File: src/rtl/ctrl_src_bank.sv
// ctrl_src_bank: NCH-channel programmable-gain source. Each sample is scaled by
// its channel gain, rounded half up, saturated to DW bits, and passed through a
// two-stage valid/ready pipeline (latency 2, one sample per clock).
// Build macro SLEW_LIMIT_EN adds per-channel output slew limiting by SLEW.
module ctrl_src_bank #(
    parameter int NCH   = 4,
    parameter int DW    = 16,
    parameter int GW    = 16,
    parameter int GFRAC = 8,
    parameter int SLEW  = 256,
    parameter int CW    = (NCH > 1) ? $clog2(NCH) : 1
) (
    input  logic                 clk,
    input  logic                 rst,
    input  logic                 cfg_we,
    input  logic [CW-1:0]        cfg_ch,
    input  logic signed [GW-1:0] cfg_gain,
    input  logic                 in_valid,
    output logic                 in_ready,
    input  logic [CW-1:0]        in_ch,
    input  logic signed [DW-1:0] in_data,
    output logic                 out_valid,
    input  logic                 out_ready,
    output logic [CW-1:0]        out_ch,
    output logic signed [DW-1:0] out_data,
    output logic                 out_sat
);
    localparam int PW = DW + GW + 1;
    localparam logic signed [PW-1:0] RND  = PW'(2 ** (GFRAC - 1));
    localparam logic signed [PW-1:0] RMAX = {{(PW-DW+1){1'b0}}, {(DW-1){1'b1}}};
    localparam logic signed [PW-1:0] RMIN = {{(PW-DW+1){1'b1}}, {(DW-1){1'b0}}};
    localparam logic signed [GW-1:0] GONE = GW'(2 ** GFRAC);

    logic signed [GW-1:0] gain_q [NCH];
    logic signed [GW-1:0] gain_d [NCH];

    logic                 s1_valid_q, s1_valid_d;
    logic [CW-1:0]        s1_ch_q, s1_ch_d;
    logic signed [DW-1:0] s1_data_q, s1_data_d;
    logic                 s1_sat_q, s1_sat_d;

    logic                 out_valid_q, out_valid_d;
    logic [CW-1:0]        out_ch_q, out_ch_d;
    logic signed [DW-1:0] out_data_q, out_data_d;
    logic                 out_sat_q, out_sat_d;

    logic                 adv, accept, in_ch_ok, cfg_ch_ok, take;
    logic signed [GW-1:0] gain_sel;
    logic signed [PW-1:0] in_ext, gain_ext, prod, rnd_sum, rshift;
    logic signed [DW-1:0] s2_val;

    assign adv       = !out_valid_q || out_ready;
    assign in_ready  = adv;
    assign accept    = in_valid && adv;
    assign in_ch_ok  = int'(in_ch) < NCH;
    assign cfg_ch_ok = int'(cfg_ch) < NCH;
    assign take      = accept && in_ch_ok;

    assign out_valid = out_valid_q;
    assign out_ch    = out_ch_q;
    assign out_data  = out_data_q;
    assign out_sat   = out_sat_q;

    // Gain table write port; stage 1 reads the pre-edge value.
    always_comb begin
        gain_d = gain_q;
        if (cfg_we && cfg_ch_ok) gain_d[cfg_ch] = cfg_gain;
    end

    // Stage 1: multiply, round half up, saturate; out-of-range channels are dropped.
    always_comb begin
        gain_sel   = in_ch_ok ? gain_q[in_ch] : '0;
        in_ext     = PW'(in_data);
        gain_ext   = PW'(gain_sel);
        prod       = in_ext * gain_ext;
        rnd_sum    = prod + RND;
        rshift     = rnd_sum >>> GFRAC;
        s1_valid_d = s1_valid_q;
        s1_ch_d    = s1_ch_q;
        s1_data_d  = s1_data_q;
        s1_sat_d   = s1_sat_q;
        if (adv) begin
            s1_valid_d = take;
            if (take) begin
                s1_ch_d = in_ch;
                if (rshift > RMAX) begin
                    s1_data_d = RMAX[DW-1:0];
                    s1_sat_d  = 1'b1;
                end else if (rshift < RMIN) begin
                    s1_data_d = RMIN[DW-1:0];
                    s1_sat_d  = 1'b1;
                end else begin
                    s1_data_d = rshift[DW-1:0];
                    s1_sat_d  = 1'b0;
                end
            end
        end
    end

`ifdef SLEW_LIMIT_EN
    localparam int DW1 = DW + 1;
    localparam logic signed [DW:0] SLEW_V = DW1'(SLEW);

    logic signed [DW-1:0] hist_q [NCH];
    logic signed [DW-1:0] hist_d [NCH];
    logic signed [DW:0]   last_ext, diff, lim;

    // Slew clamp against the channel history; history follows each delivered load.
    always_comb begin
        last_ext = DW1'(hist_q[s1_ch_q]);
        diff     = DW1'(s1_data_q) - last_ext;
        if (diff > SLEW_V)       lim = last_ext + SLEW_V;
        else if (diff < -SLEW_V) lim = last_ext - SLEW_V;
        else                     lim = DW1'(s1_data_q);
        s2_val = lim[DW-1:0];
        hist_d = hist_q;
        if (adv && s1_valid_q) hist_d[s1_ch_q] = s2_val;
    end

    // Slew history registers.
    always_ff @(posedge clk) begin
        if (rst) hist_q <= '{default: '0};
        else     hist_q <= hist_d;
    end
`else
    assign s2_val = s1_data_q;
`endif

    // Stage 2: output register; data fields only reload when a sample moves in.
    always_comb begin
        out_valid_d = out_valid_q;
        out_ch_d    = out_ch_q;
        out_data_d  = out_data_q;
        out_sat_d   = out_sat_q;
        if (adv) begin
            out_valid_d = s1_valid_q;
            if (s1_valid_q) begin
                out_ch_d   = s1_ch_q;
                out_data_d = s2_val;
                out_sat_d  = s1_sat_q;
            end
        end
    end

    // Pipeline and gain-table state registers.
    always_ff @(posedge clk) begin
        if (rst) begin
            gain_q      <= '{default: GONE};
            s1_valid_q  <= 1'b0;
            s1_ch_q     <= '0;
            s1_data_q   <= '0;
            s1_sat_q    <= 1'b0;
            out_valid_q <= 1'b0;
            out_ch_q    <= '0;
            out_data_q  <= '0;
            out_sat_q   <= 1'b0;
        end else begin
            gain_q      <= gain_d;
            s1_valid_q  <= s1_valid_d;
            s1_ch_q     <= s1_ch_d;
            s1_data_q   <= s1_data_d;
            s1_sat_q    <= s1_sat_d;
            out_valid_q <= out_valid_d;
            out_ch_q    <= out_ch_d;
            out_data_q  <= out_data_d;
            out_sat_q   <= out_sat_d;
        end
    end
endmodule

File: config.mk
export PLATFORM = sky130hd
export DESIGN_NAME = ctrl_src_bank
export DESIGN_NICKNAME = d
export VERILOG_FILES = /design/src/rtl/ctrl_src_bank.sv
export SDC_FILE = /design/constraint.sdc
export NUM_CORES = 1
export LEC_CHECK = 0
export BUFFER_PORTS_ARGS = -buffer_cell sky130_fd_sc_hd__buf_2
export CORE_MARGIN = 2
export CORE_UTILIZATION = 60
export DETAILED_ROUTE_END_ITERATION = 6
export PLACE_DENSITY = 0.78
export SLEW_MARGIN = 25
export SYNTH_ARGS = -nofsm -noshare
export SYNTH_HDL_FRONTEND = slang
export SYNTH_SLANG_ARGS = --single-unit
File: constraint.sdc
create_clock -name clk -period 21.4 [get_ports clk]
set_clock_uncertainty 0.05 [all_clocks]
set_input_delay 1.07 -clock clk [delete_from_list [all_inputs] [get_ports clk]]
set_output_delay 1.07 -clock clk [all_outputs]
set_load 0.01 [all_outputs]
==> flow_summary.yaml <==
cts:
  clock-root-buffer: "clkbuf_16"
  post_cts_buffers: 0
  clkSlewWorstSetupHoldPaths_ps: 60
  htree_num_levels: 3
  clk_path_buf_depth: 2
  cts_tree: "built"
  cts_buffers: 9
  cts_resized: 0
  clk_latency_ps: 350
  cts.sinks: 104
  hold_buffers: 0
sta:
  final_hold_viol_count: 0
  tightest_slew_ps: 1020
  fin_crit_sh_pct: 42.53
  fmax_ghz: 0.1099
  finalMaxSlewViolations: 0
  rsz0062_at_grt: "false"
  slew_headroom_pct: 31.97
  finalSetupViolCount: 0
  holdWs_ps: 403.8
  setup_tns_ps: 0
  period_needed_ps: 9101
final_layout:
  final_cell_mix: "nand2_1 (320), inv_1 (319), fa_1 (267)"
  nets: 2032
  stdcell_area_sq_mm: 0.01522
  diodes: 0
  syn2layout_area_growth_pct: 5.043
  layout_commonest_cell: "nand2_1"
  fin_util_pct: 64.46
  drive_above_1_share_pct: 7.571
power_and_ir_drop:
  worst_ir_drop_vdd_v: 0.00008285
  p_switching_uw: 580.5
  cellInternalPower_uw: 643.4
  switching_share_pct: 47.43
  p_comb_share_pct: 67.6
  clkPwrFrac_pct: 13.5
  p_leak_uw: 0.007263
  power.share.sequential_pct: 19.0
  power.density_mw_per_mm2: 80.42
routing:
  drt-total-wl_mm: 33.54
  drt-initial-drc-count: 757
  drc: 0
  wl_per_cell_um: 17.03
  num_vias: 11020
  vias_per_cell: 5.593
  firstDrtPassIters: 5
  final_antenna_net_count: 0
min_path:
  hold_class: "reg2reg"
  hold_start: "gain_q[49]"
flow_run:
  cap_violations: 0
yosys:
  avgSynthCellArea_sq_um: 8.819
  syn_area_sq_mm: 0.01449
  syn_inst: 1643
  synth_ff_type: "dfxtp_1"
  synth-async-reset-ratio_pct: 0
  yosys_register_bits: 104
  ys_types: 61
  synth_edf_count: 0
  yosysWarnings: 0
  yosysSeqAreaShare_pct: 14.37
  synth_fp_nets: 2029
global_route:
  grt_overflow: 0
  grt_pass1_wl_mm: 57.77
  grt_antenna_before_repair: 1
  grt_max_degree: 105
  grtUsageTotal_pct: 28.07
  grt_pass1_vias: 11660
worst_setup_path:
  required_ps: 21550
  path_cells: "buf_2, mux4_1, and2_1, fa_1, inv_1, fa_1, inv_1, fa_1, fa_1, fa_1, fa_1, ha_1, a21o_1, a21o_1, a21oi_1, o21ai_0, a31oi_1, xor2_1, nor4b_1, and4_1, o32ai_1"
  critPathMaxStageDelay_ps: 960
  worst_path_max_delay_cell: "mux4_1"
  r2r_start: "gain_q[35]"
  cp-startpoint: "in_ch[0]"
  crit_arrival_ps: 9250
  endpoint_kind: "register"
  startpoint_type: "primary input"
  crit_top_cell: "fa_1"
  critPathKind: "in2reg"
  cp_max_fo: 19
run_status:
  outcome: "finished, final reports clean"
floorplanning:
  ios: 62
  die_w_um: 159.4
  dieHeight_um: 159.4
  start_util_pct: 61.36
  dieArea_sq_mm: 0.02541
  placementRows: 56
  core_sq_mm: 0.02361
placed_design:
  gp_congestion: 0.9050
  port_buffers: 61
  hpwl_mm: 26.03
  post_dp_cell_area_sq_mm: 0.01492
==> power groups by stage <==
stage	clock (uW)	combinational, uW	sequential, uW
2_1_floorplan	0	643	232
4_1_cts	166	824	232
3_5_place_dp	0	816	235
5_1_grt	175	932	234
3_3_place_gp	0	802	236
6_report	165	827	232
==> flip-flops by register name (all words and copies together), names as in the netlist <==
name / flops
gain_q: 64
out_ch: 2
out_data: 16
out_sat: 1
out_valid: 1
s1_ch_q: 2
s1_data_q: 16
s1_sat_q: 1
s1_valid_q: 1
==> critical path, delay by kind of cell <==
| kind | cells | cell delay, ps |
|---|---|---|
| compound gates | 6 | 1280 |
| xor+xnor | 1 | 250 |
| fa+ha+maj | 7 | 3430 |
| buf+inv | 3 | 970 |
| mux | 1 | 960 |
| simple gates | 3 | 1250 |
==> final timing paths <==
path	end	slack, ps	cells past startpoint
max	s1_data_q[2]	12300	21
min	gain_q[49]	400	2
max reg2reg	s1_data_q[2]	13370	20
min reg2reg	gain_q[49]	400	2
==> cell type report <==
type,count,area (sq um)
Clock buffer,10,239.0
Clock inverter,6,58.81
Fill cell,1988,8393
Inverter,319,1197
Multi-Input combinational cell,1145,10890
Sequential cell,104,2082
Tap cell,319,399.1
Timing Repair Buffer,67,350.3
==> Yosys cell counts, drive strengths merged (12+ instances only) <==
cell | count | area (sq um)
clkbuf | 67 | 251.5
inv | 319 | 1197
a21o | 12 | 90.09
o32ai | 15 | 206.5
a21oi | 117 | 589.3
o21bai | 17 | 127.6
dfxtp | 104 | 2082
o21ai | 20 | 100.1
nor2 | 27 | 103.9
nand2 | 320 | 1201
ha | 78 | 975.9
xnor2 | 17 | 148.9
and2 | 121 | 759.5
mux4 | 14 | 330.3
fa | 267 | 5345
==> logic make-up after synthesis <==
logic type                 Yosys count  synth area share (%)
and+or+nand+nor                    544                 17.70
buffers and inverters              394                 10.51
adders and majority gates          345                 43.63
AOI/OAI and AO/OA                  212                 9.646
DFF                                104                 14.37
xor gates and xnor gates            26                 1.572
muxes                               18                 2.573
==> through the flow <==
step / setup WS [ps] / power [uW] / std cells
detailed placement: 11950 / 1051 / 1954
CTS: 12280 / 1221 / 1970
global route: 11820 / 1341 / 1970
finish: 12300 / 1224 / 1970
global placement: 12130 / 1037 / 1954
floorplan: 12970 / 875.0 / 1643
==> layer usage <==
layer	up-vias	routed length, um	global-route usage, %
met5	-	0	0
met4	0	691	7.645
met3	55	1837	3.204
met2	358	16280	46.46
met1	5558	14740	39.62
li1	5048	-	-
Power figures use the tool's default switching activity.
